--- src/rtl/raw_acquire_prefetch.sv ---
// -----------------------------------------------------------------------------
// raw_acquire_prefetch
//
// Purpose:
//   Captures centre-phase oversampled antenna samples into off-chip DRAM through
//   the MCB command port. Once the whole address space has been written, it
//   streams the words back through a 2-slot prefetch buffer. That buffer feeds
//   the byte-wise read-back register of the acquisition Wishbone unit.
//
// Configuration macro:
//   RAW_ACQUIRE_TESTPATTERN_EN - when defined, each captured sample is replaced
//   by an AXNUM-bit counter. The counter starts at 0 and advances on every
//   sample pushed into the capture FIFO. signal_i is ignored in this mode.
//
// Parameters:
//   AXNUM  antenna count = sample width
//   ABITS  MCB word-address width; capture fills all 2^ABITS words
//   FBITS  log2 depth of the capture FIFO
//   DELAY  kept for interface compatibility; no delay is modelled in RTL
//
// Ports:
//   clock_i      system/bus clock
//   reset_i      synchronous active-high reset
//   locked_i     sampling PLL/aligner locked
//   strobe_i     new oversampled sample valid
//   middle_i     sample is the centre phase (only these are kept)
//   signal_i     antenna bits
//   capture_i    acquisition enable
//   data_sent_i  1-cycle pulse: current fetched word consumed
//   fetched_o    current prefetched read-back word
//   mcb_ce_o     MCB command strobe, one cycle per command
//   mcb_wr_o     1 = write, 0 = read (valid with mcb_ce_o)
//   mcb_rdy_i    MCB accepts a command this cycle
//   mcb_ack_i    read data valid on mcb_dat_i
//   mcb_adr_o    command word address
//   mcb_dat_i    read data, low AXNUM bits used
//   mcb_dat_o    write data, zero padded sample
//   oflow_o      sticky capture-FIFO overflow
//   state_o      FSM state (>2 means read-back active)
// -----------------------------------------------------------------------------
module raw_acquire_prefetch #(
    parameter int AXNUM = 24,
    parameter int ABITS = 21,
    parameter int FBITS = 4,
    parameter int DELAY = 3
) (
    input  logic             clock_i,
    input  logic             reset_i,
    input  logic             locked_i,
    input  logic             strobe_i,
    input  logic             middle_i,
    input  logic [AXNUM-1:0] signal_i,
    input  logic             capture_i,
    input  logic             data_sent_i,
    output logic [AXNUM-1:0] fetched_o,
    output logic             mcb_ce_o,
    output logic             mcb_wr_o,
    input  logic             mcb_rdy_i,
    input  logic             mcb_ack_i,
    output logic [ABITS-1:0] mcb_adr_o,
    input  logic [31:0]      mcb_dat_i,
    output logic [31:0]      mcb_dat_o,
    output logic             oflow_o,
    output logic [2:0]       state_o
);

    typedef enum logic [2:0] {
        ST_IDLE    = 3'd0,
        ST_CAPTURE = 3'd1,
        ST_FLUSH   = 3'd2,
        ST_READY   = 3'd3,
        ST_READ    = 3'd4
    } state_t;

    localparam int FDEPTH = 1 << FBITS;
    localparam logic [FBITS:0] FIFO_FULL_CNT = {1'b1, {FBITS{1'b0}}};

    state_t           state_q;
    logic             mcb_ce_q;
    logic             mcb_wr_q;
    logic [ABITS-1:0] mcb_adr_q;
    logic [31:0]      mcb_dat_q;
    logic             oflow_q;
    logic [ABITS-1:0] wadr_q;
    logic [ABITS-1:0] radr_q;

    // Capture FIFO: pointers carry one extra bit so full and empty differ.
    logic [AXNUM-1:0] fifo_mem [FDEPTH];
    logic [FBITS:0]   fifo_wr_q;
    logic [FBITS:0]   fifo_rd_q;
    logic [FBITS:0]   fifo_count;
    logic             fifo_full;
    logic             fifo_empty;

    logic             accept;
    logic             push;
    logic             pop;
    logic [AXNUM-1:0] sample_in;

    // Prefetch slots: cur is what the read-back register sees, nxt is the spare.
    logic [AXNUM-1:0] cur_q, cur_d;
    logic [AXNUM-1:0] nxt_q, nxt_d;
    logic             cur_v_q, cur_v_d;
    logic             nxt_v_q, nxt_v_d;
    logic             fill;
    logic             prefetch_req;
    logic [AXNUM-1:0] ack_word;

    assign fifo_count = fifo_wr_q - fifo_rd_q;
    assign fifo_full  = (fifo_count == FIFO_FULL_CNT);
    assign fifo_empty = (fifo_wr_q == fifo_rd_q);

    assign accept = capture_i && locked_i && strobe_i && middle_i && (state_q == ST_CAPTURE);
    assign push   = accept && !fifo_full;
    assign pop    = (state_q == ST_CAPTURE) && !fifo_empty && mcb_rdy_i;

    assign ack_word     = mcb_dat_i[AXNUM-1:0];
    assign fill         = (state_q == ST_READ) && mcb_ack_i;
    // Only one read can be in flight, so a request needs just one free slot.
    assign prefetch_req = !(cur_v_q && nxt_v_q);

`ifdef RAW_ACQUIRE_TESTPATTERN_EN
    logic [AXNUM-1:0] pattern_q;

    always_ff @(posedge clock_i) begin
        if (reset_i) begin
            pattern_q <= '0;
        end else if (push) begin
            pattern_q <= pattern_q + 1'b1;
        end
    end

    assign sample_in = pattern_q;

    logic unused_ok;
    assign unused_ok = ^{mcb_dat_i, signal_i, 32'(DELAY)};
`else
    assign sample_in = signal_i;

    logic unused_ok;
    assign unused_ok = ^{mcb_dat_i, 32'(DELAY)};
`endif

    // FIFO storage carries no reset so that it maps onto RAM.
    always_ff @(posedge clock_i) begin
        if (push) begin
            fifo_mem[fifo_wr_q[FBITS-1:0]] <= sample_in;
        end
    end

    // A consume shifts the slots first; the arriving word then fills the
    // first empty slot. This keeps order when both events share a cycle.
    always_comb begin
        cur_d   = cur_q;
        nxt_d   = nxt_q;
        cur_v_d = cur_v_q;
        nxt_v_d = nxt_v_q;
        if (data_sent_i && cur_v_q) begin
            cur_d   = nxt_q;
            cur_v_d = nxt_v_q;
            nxt_v_d = 1'b0;
        end
        if (fill) begin
            if (!cur_v_d) begin
                cur_d   = ack_word;
                cur_v_d = 1'b1;
            end else begin
                nxt_d   = ack_word;
                nxt_v_d = 1'b1;
            end
        end
    end

    always_ff @(posedge clock_i) begin
        if (reset_i) begin
            cur_q   <= '0;
            nxt_q   <= '0;
            cur_v_q <= 1'b0;
            nxt_v_q <= 1'b0;
        end else begin
            cur_q   <= cur_d;
            nxt_q   <= nxt_d;
            cur_v_q <= cur_v_d;
            nxt_v_q <= nxt_v_d;
        end
    end

    // Control FSM together with the MCB command registers and the FIFO pointers.
    always_ff @(posedge clock_i) begin
        if (reset_i) begin
            state_q   <= ST_IDLE;
            mcb_ce_q  <= 1'b0;
            mcb_wr_q  <= 1'b0;
            mcb_adr_q <= '0;
            mcb_dat_q <= '0;
            oflow_q   <= 1'b0;
            wadr_q    <= '0;
            radr_q    <= '0;
            fifo_wr_q <= '0;
            fifo_rd_q <= '0;
        end else begin
            mcb_ce_q <= 1'b0;
            if (push) begin
                fifo_wr_q <= fifo_wr_q + 1'b1;
            end
            if (accept && fifo_full) begin
                oflow_q <= 1'b1;
            end
            case (state_q)
                ST_IDLE: begin
                    if (capture_i && locked_i) begin
                        state_q <= ST_CAPTURE;
                    end
                end
                ST_CAPTURE: begin
                    if (pop) begin
                        mcb_ce_q  <= 1'b1;
                        mcb_wr_q  <= 1'b1;
                        mcb_adr_q <= wadr_q;
                        mcb_dat_q <= 32'(fifo_mem[fifo_rd_q[FBITS-1:0]]);
                        fifo_rd_q <= fifo_rd_q + 1'b1;
                        wadr_q    <= wadr_q + 1'b1;
                        // The last address has been written, so the memory is full.
                        if (wadr_q == '1) begin
                            state_q <= ST_FLUSH;
                        end
                    end
                end
                ST_FLUSH: begin
                    state_q <= ST_READY;
                end
                ST_READY: begin
                    if (prefetch_req && mcb_rdy_i) begin
                        mcb_ce_q  <= 1'b1;
                        mcb_wr_q  <= 1'b0;
                        mcb_adr_q <= radr_q;
                        radr_q    <= radr_q + 1'b1;
                        state_q   <= ST_READ;
                    end
                end
                ST_READ: begin
                    if (mcb_ack_i) begin
                        state_q <= ST_READY;
                    end
                end
                default: begin
                    state_q <= ST_IDLE;
                end
            endcase
        end
    end

    assign fetched_o = cur_q;
    assign mcb_ce_o  = mcb_ce_q;
    assign mcb_wr_o  = mcb_wr_q;
    assign mcb_adr_o = mcb_adr_q;
    assign mcb_dat_o = mcb_dat_q;
    assign oflow_o   = oflow_q;
    assign state_o   = state_q;

endmodule

--- config.mk ---
export PLATFORM = sky130hd
export DESIGN_NAME = raw_acquire_prefetch
export DESIGN_NICKNAME = d
export VERILOG_FILES = /design/src/rtl/raw_acquire_prefetch.sv
export SDC_FILE = /design/constraint.sdc
export NUM_CORES = 1
export LEC_CHECK = 0
export CAP_MARGIN = 10
export CORE_AREA = 8 8 197 199
export CTS_CLUSTER_SIZE = 40
export DETAILED_ROUTE_END_ITERATION = 8
export DIE_AREA = 0 0 205 207
export GPL_TIMING_DRIVEN = 0
export PLACE_DENSITY_LB_ADDON = 0.15
export SYNTH_ARGS = -nofsm -noshare
export SYNTH_HDL_FRONTEND = slang
export SYNTH_SLANG_ARGS = --single-unit
--- constraint.sdc ---
create_clock -name clock_i -period 14.45 [get_ports clock_i]
set_input_delay 2.89 -clock clock_i [delete_from_list [all_inputs] [get_ports clock_i]]
set_output_delay 2.89 -clock clock_i [all_outputs]
set_load 0.1 [all_outputs]
==> impl_metrics.env, run 1 <==
export IMPL_hp_class="reg -> reg"
export IMPL_viasPerCell=6.108
export IMPL_synth_seq_cells=537
export IMPL_yosysSeqAreaShare_pct=69.37
export IMPL_core_sq_um=35910
export IMPL_slew_headroom_pct=29.05
export IMPL_setup_violations=0
export IMPL_cts_setup_buffers=0
export IMPL_fmax_mhz=186.2
export IMPL_worst_pin_slew_ns=1.064
export IMPL_wl_um=51000
export IMPL_numCtsBuffers=52
export IMPL_crit_slowest_cell="and3_2"
export IMPL_skew_ns=0.01602
export IMPL_die_y_um=207
export IMPL_crit_path_max_fanout=24
export IMPL_maxSlewViolCount=0
export IMPL_nNetsFinal=1637
export IMPL_criticalPathCategory="in -> reg"
export IMPL_rsz0062_at_grt="false"
export IMPL_outcome="complete, no violations"
export IMPL_gr_usage_all_layers_pct=23.79
export IMPL_antenna_found_initial=1
export IMPL_grt_overflow=0
export IMPL_synth_edf_count=384
export IMPL_htreeDepth=2
export IMPL_clock_latency_ns=0.59
export IMPL_synthDistinctLibCells=53
export IMPL_vias=12660
export IMPL_drc=0
export IMPL_die_w_um=205
export IMPL_placed_cells=1975
export IMPL_clock_path_buffers=3
export IMPL_first_iter_violations=1092
export IMPL_synth_cells=1366
export IMPL_worst_r2r_path_depth=10
export IMPL_gp_routability_congestion=0.8403
export IMPL_finalHoldViolations=0
export IMPL_startpoint_type="primary input"
export IMPL_synth_area_leaders="edfxtp_1 55%, dfxtp_1 15%, mux4_2 13%"
export IMPL_hp_start="mcb_dat_o[1]"
export IMPL_nFillCells=2425
export IMPL_period_share_pct=37.17
export IMPL_min_path_cells=2
export IMPL_io_buffers=130
export IMPL_wl_met1_um=20110
export IMPL_r2r_start="fifo_rd_q[2]"
export IMPL_async_flop_share_pct=0
export IMPL_crit_required_ns=14.65
export IMPL_num_io_pins=148
export IMPL_stdcell_count=2073
export IMPL_p_per_area_nw_per_um2=124.9
export IMPL_top_layer="met4"
export IMPL_die_area_sq_um=42440
export IMPL_cpPeakStageDelay_ns=0.87
export IMPL_drt_pass1_iter_count=5
export IMPL_synth_area_per_cell_sq_um=15.40
export IMPL_reg2reg_to="fifo_mem[15][22]"
export IMPL_yosys_area_top_type="edfxtp_1"
export IMPL_synthesis_area_sq_um=21040
export IMPL_ys_warn_count=0
export IMPL_cts_hold_buffers_added=0
export IMPL_met2_length_um=25580
export IMPL_wl_met3_um=3963
export IMPL_cts_tree="yes"
export IMPL_setup_tns_ns=0
export IMPL_antenna_left=0
export IMPL_arrival_ns=5.57
export IMPL_cap_violations=0
export IMPL_holdPathEnd="mcb_dat_o[1]"
export IMPL_crit_path_end_kind="register"
export IMPL_ys_flop_type="edfxtp_1"
export IMPL_dp_slack_ns=8.502
export IMPL_start_util_pct=58.59
export IMPL_post_cts_resized=0
export IMPL_root_buffer="clkbuf_16"
export IMPL_grt_max_degree=25
export IMPL_crit_chain="clkdlybuf4s50_1 > nand4_1 > or3_1 > nor2_1 > clkbuf_1 > and3_2"
export IMPL_first_global_vias=12550
export IMPL_cts_sinks=537
export IMPL_area_growth_pct=17.59
export IMPL_clkSlewWorstSetupHoldPaths_ns=0.06
export IMPL_p_leak_nw=7.746
export IMPL_place_hpwl_um=30880
export IMPL_setup_ws_ns=9.079
export IMPL_grt_pass1_wl_um=76280
export IMPL_drt_wirelength_per_cell_um=24.60
export IMPL_power_total_mw=3.089
export IMPL_fin_crit_ns=5.371
export IMPL_fp_row_count=70
export IMPL_reg2reg_setup_slack_ns=9.91
export IMPL_drive_gt1_share_pct=16.90
export IMPL_synth_top_cell_area_share_pct=54.81
export IMPL_vdd_drop_max_mv=0.1153
## worst max path at each step
stage                    from          endpoint  slack [ns]  cells after the start
detailed placement  capture_i  fifo_mem[13][17]        8.50                      6
finish               locked_i  fifo_mem[15][22]        9.08                      6
global route        capture_i   fifo_mem[13][0]        8.90                      6
CTS                 capture_i   fifo_mem[13][0]        9.13                      6
global placement    capture_i   fifo_mem[3][10]        4.85                      5
floorplan            middle_i    fifo_mem[3][0]        8.38                      4
## sequential cells by signal (all words and copies together), names as in the netlist
| signal | cells |
|---|---|
| cur_v_q | 1 |
| fetched_o | 24 |
| fifo_mem | 384 |
| fifo_rd_q | 5 |
| fifo_wr_q | 5 |
| mcb_adr_o | 21 |
| mcb_ce_o | 1 |
| mcb_dat_o | 24 |
| mcb_wr_o | 1 |
| nxt_q | 24 |
| nxt_v_q | 1 |
| oflow_o | 1 |
| radr_q | 21 |
| state_o | 3 |
| wadr_q | 21 |
## cells in the mapped netlist, types with 2 or more instances
| cell type | instances |
|---|---|
| nand2_1 | 193 |
| and3_1 | 22 |
| xnor2_1 | 17 |
| and2_1 | 5 |
| nor4_1 | 3 |
| nor3_1 | 2 |
| nand2b_1 | 3 |
| buf_1 | 5 |
| edfxtp_1 | 384 |
| mux4_2 | 120 |
| nor2b_1 | 6 |
| or4_1 | 3 |
| a211oi_1 | 3 |
| nor2_1 | 94 |
| xor2_1 | 18 |
| ha_1 | 11 |
| dfxtp_1 | 153 |
| o21ai_0 | 13 |
| nand4_1 | 13 |
| buf_6 | 4 |
| o31ai_1 | 2 |
| or3_1 | 14 |
| and4_1 | 4 |
| a311oi_1 | 44 |
| nand3_1 | 36 |
| buf_2 | 21 |
| clkbuf_1 | 52 |
| a21oi_1 | 75 |
| inv_1 | 13 |
| buf_4 | 10 |
## metal layers
layer	vias to the layer above	GRT usage (%)
met5	-	0
met4	0	8.037
met3	86	3.667
met2	587	39.65
met1	6386	31.69
li1	5603	-
## area by class of cell
cell class                 instances  area (sq um)  area share [%]
sequential                       537         14590           59.00
multi-input combinational        730          6003           24.27
clock buffer                      59          1368           5.528
timing repair buffer             134          1331           5.382
tap                              468         585.6           2.367
buffer                            92         439.2           1.775
clock inverter                    38         361.6           1.462
inverter                          14         52.55          0.2124
antenna                            1         2.502         0.01012
## where the power goes
group	internal (mW)	switching (mW)
combinational	0.0234	0.0516
clock	0.789	0.576
sequential	1.65	0.000858
## cell families (layout without fill, tap and decap cells)
family / after synthesis / count (layout) / share of synthesized area, %
other: 1 / 9 / 0.01783
AOI/OAI and AO/OA: 147 / 147 / 4.520
buffers and inverters: 106 / 337 / 2.337
and+or+nand+nor: 406 / 406 / 8.642
DFF: 537 / 537 / 69.37
xor gates and xnor gates: 35 / 35 / 1.457
muxes: 123 / 123 / 13.00
adders and majority gates: 11 / 11 / 0.6542
## stage by stage
step           util (%)  instance area (sq um)  hold WS (ns)
6_report          68.89                  24740        0.4569
5_1_grt           68.89                  24740        0.4710
4_1_cts           68.88                  24740        0.4573
3_5_place_dp      64.07                  23010        0.4472
3_3_place_gp      63.91                  22950        0.4421
2_1_floorplan         -                  21060        0.4366
## critical path: cells and delay by family
kind	cells	cell delay [ns]
buffers and inverters	2	0.88
AND/OR/NAND/NOR	4	1.81
## cell usage in the layout, fill, tap and decap left out, types with 5 or more instances in the layout
cell type | netlist | layout
clkinv_2 | 0 | 16
xnor2_1 | 17 | 17
clkbuf_1 | 52 | 55
a311oi_1 | 44 | 44
or3_1 | 14 | 14
and3_1 | 22 | 9
a21oi_1 | 75 | 75
buf_4 | 10 | 14
conb_1 | 1 | 8
o21ai_0 | 13 | 13
nor2b_1 | 6 | 6
inv_1 | 13 | 13
xor2_1 | 18 | 18
nand3_1 | 36 | 36
buf_1 | 5 | 5
and3_2 | 0 | 13
nand4_1 | 13 | 13
dfxtp_1 | 153 | 153
clkbuf_16 | 0 | 52
clkinv_1 | 0 | 8
clkdlybuf4s50_1 | 0 | 130
nor2_1 | 94 | 94
bufinv_16 | 0 | 6
edfxtp_1 | 384 | 384
ha_1 | 11 | 11
nand2_1 | 193 | 193
mux4_2 | 120 | 120
buf_2 | 21 | 21
Power figures use the tool's default switching activity.
==> run 2, diff against run 1 <==
CORE_AREA = 8 8 209 211   (was 8 8 197 199)
DIE_AREA = 0 0 217 219   (was 0 0 205 207)
clock period = 4.4 ns   (was 14.45 ns; I/O delays follow)
==> impl_metrics.env, run 2 (same netlist as run 1, synthesis figures left out) <==
export IMPL_fp_row_count=74
export IMPL_crit_chain="clkbuf_1 > clkbuf_4 > buf_2 > inv_1 > ha_1 > nor2b_1 > o21a_1 > o21ai_0 > a22oi_2 > nor2_2 > clkbuf_2 > and3_4"
export IMPL_wl_um=50920
export IMPL_area_growth_pct=18.65
export IMPL_nFillCells=3059
export IMPL_antenna_left=0
export IMPL_largest_reg_flops=384
export IMPL_met1_usage_pct=28.49
export IMPL_num_io_pins=148
export IMPL_grt_busiest_layer="met2"
export IMPL_period_share_pct=93.24
export IMPL_hp_class="reg -> reg"
export IMPL_vdd_drop_max_mv=0.4345
export IMPL_drc=0
export IMPL_drive_gt1_share_pct=16.92
export IMPL_p_leak_nw=7.770
export IMPL_crit_path_end_kind="register"
export IMPL_nNetsFinal=1640
export IMPL_cpPeakStageDelay_ns=0.61
export IMPL_finalHoldViolations=0
export IMPL_grt_use_met2_pct=34.11
export IMPL_insertedDiodeCount=0
export IMPL_gp_routability_congestion=0.8255
export IMPL_grt_met3_usage_pct=3.786
export IMPL_seq_area_sq_um=14590
export IMPL_core_sq_um=40370
export IMPL_outcome="complete, no violations"
export IMPL_first_iter_violations=1071
export IMPL_die_w_um=217
export IMPL_setup_violations=0
export IMPL_holdPathEnd="nxt_q[8]"
export IMPL_htreeDepth=2
export IMPL_setup_tns_ns=0
export IMPL_cts_setup_buffers=0
export IMPL_worst_r2r_path_depth=12
export IMPL_start_util_pct=52.11
export IMPL_final_common_cell="edfxtp_1"
export IMPL_skew_ns=0.01633
export IMPL_io_buffers=130
export IMPL_rsz0062_at_grt="false"
export IMPL_grt_pass1_wl_um=75810
export IMPL_place_hpwl_um=31010
export IMPL_power_total_mw=10.25
export IMPL_cts_hold_buffers_added=0
export IMPL_cap_violations=0
export IMPL_die_area_sq_um=47520
export IMPL_fin_crit_ns=4.103
export IMPL_min_path_cells=2
export IMPL_layout_cells_most_common_list="384 x edfxtp_1, 193 x nand2_1, 153 x dfxtp_1"
export IMPL_r2r_start="fifo_rd_q[1]"
export IMPL_slew_headroom_pct=30.17
export IMPL_root_buffer="clkbuf_16"
export IMPL_criticalPathCategory="reg -> reg"
export IMPL_worst_pin_slew_ns=1.044
export IMPL_clock_latency_ns=0.60
export IMPL_startpoint_type="register"
export IMPL_antenna_found_initial=1
export IMPL_viasPerCell=5.844
export IMPL_fmax_mhz=243.7
export IMPL_p_per_area_nw_per_um2=410.6
export IMPL_cts_tree="yes"
export IMPL_numCtsBuffers=54
export IMPL_whs_ns=0.4554
export IMPL_drt_wirelength_per_cell_um=23.80
export IMPL_cts_sinks=537
export IMPL_arrival_ns=4.33
export IMPL_reg2reg_to="fifo_mem[0][13]"
export IMPL_clock_path_buffers=3
export IMPL_clkSlewWorstSetupHoldPaths_ns=0.06
export IMPL_crit_required_ns=4.63
export IMPL_crit_slowest_cell="and3_4"
export IMPL_grt_max_degree=25
export IMPL_grt_overflow=0
export IMPL_drt_pass1_iter_count=5
export IMPL_reg2reg_setup_slack_ns=0.30
export IMPL_maxSlewViolCount=0
export IMPL_vias=12510
export IMPL_multiInputGateArea_sq_um=6078
export IMPL_first_global_vias=12560
export IMPL_crit_path_max_fanout=24
export IMPL_hp_start="nxt_q[8]"
export IMPL_die_y_um=219
export IMPL_gr_usage_all_layers_pct=20.97
-- run 2: area by class of cell --
cell class / instances / area share (%)
timing repair buffer: 132 / 5.334
inverter: 14 / 0.2105
multi-input combinational: 734 / 24.35
clock inverter: 18 / 0.9274
buffer: 91 / 1.790
sequential: 537 / 58.47
clock buffer: 82 / 6.251
tap: 532 / 2.667
-- run 2: how the worst max path moves through the flow --
| stage | startpoint | to | slack [ns] |
|---|---|---|---|
| 3_3_place_gp | fifo_rd_q[2] | fifo_mem[3][10] | -1.71 |
| 4_1_cts | fifo_rd_q[2] | fifo_mem[13][12] | 0.13 |
| 6_report | fifo_rd_q[1] | fifo_mem[0][13] | 0.30 |
| 5_1_grt | fifo_rd_q[1] | fifo_mem[13][2] | 0.11 |
| 3_5_place_dp | fifo_rd_q[2] | fifo_mem[13][13] | -0.24 |
| 2_1_floorplan | fifo_rd_q[1] | fifo_mem[3][0] | 0.58 |
-- run 2: per-layer routing --
layer	vias up	part of all wire, %
met3	86	6.4
met2	439	49
met1	6358	43
met5	-	0.026
met4	2	2.4
li1	5622	-
-- run 2: critical path: cells and delay by family, from the launching register on --
kind,cells,cell delay (ns)
flops,1,0.33
fa+ha+maj,1,0.32
buf+inv,5,1.52
simple gates,3,1.01
compound gates,3,0.55
-- run 2: per-stage QoR --
step	utilization [%]	std cells	setup slack (ns)	cell area, sq um
floorplan	-	1373	0.5836	21070
global placement	57.07	2035	-1.705	23040
detailed placement	57.21	2037	-0.2378	23090
CTS	61.75	2137	0.1282	24930
global route	61.83	2140	0.1058	24960
finish	61.83	2140	0.2972	24960
-- run 2: power breakdown --
| part | leakage (nW) | internal (mW) | switching (mW) |
|---|---|---|---|
| clock network | 0.877 | 2.69 | 1.89 |
| logic | 2.21 | 0.0772 | 0.171 |
| registers | 4.68 | 5.42 | 0.00259 |
-- run 2: repair_timing --
| action | CTS | global route |
|---|---|---|
| gates resized for setup | 11 | 4 |
| cloned | 0 | 4 |
| endpoints found under the setup margin | 216 | 216 |
| hold endpoints to repair | 0 | 0 |
| pin swaps | 0 | 6 |
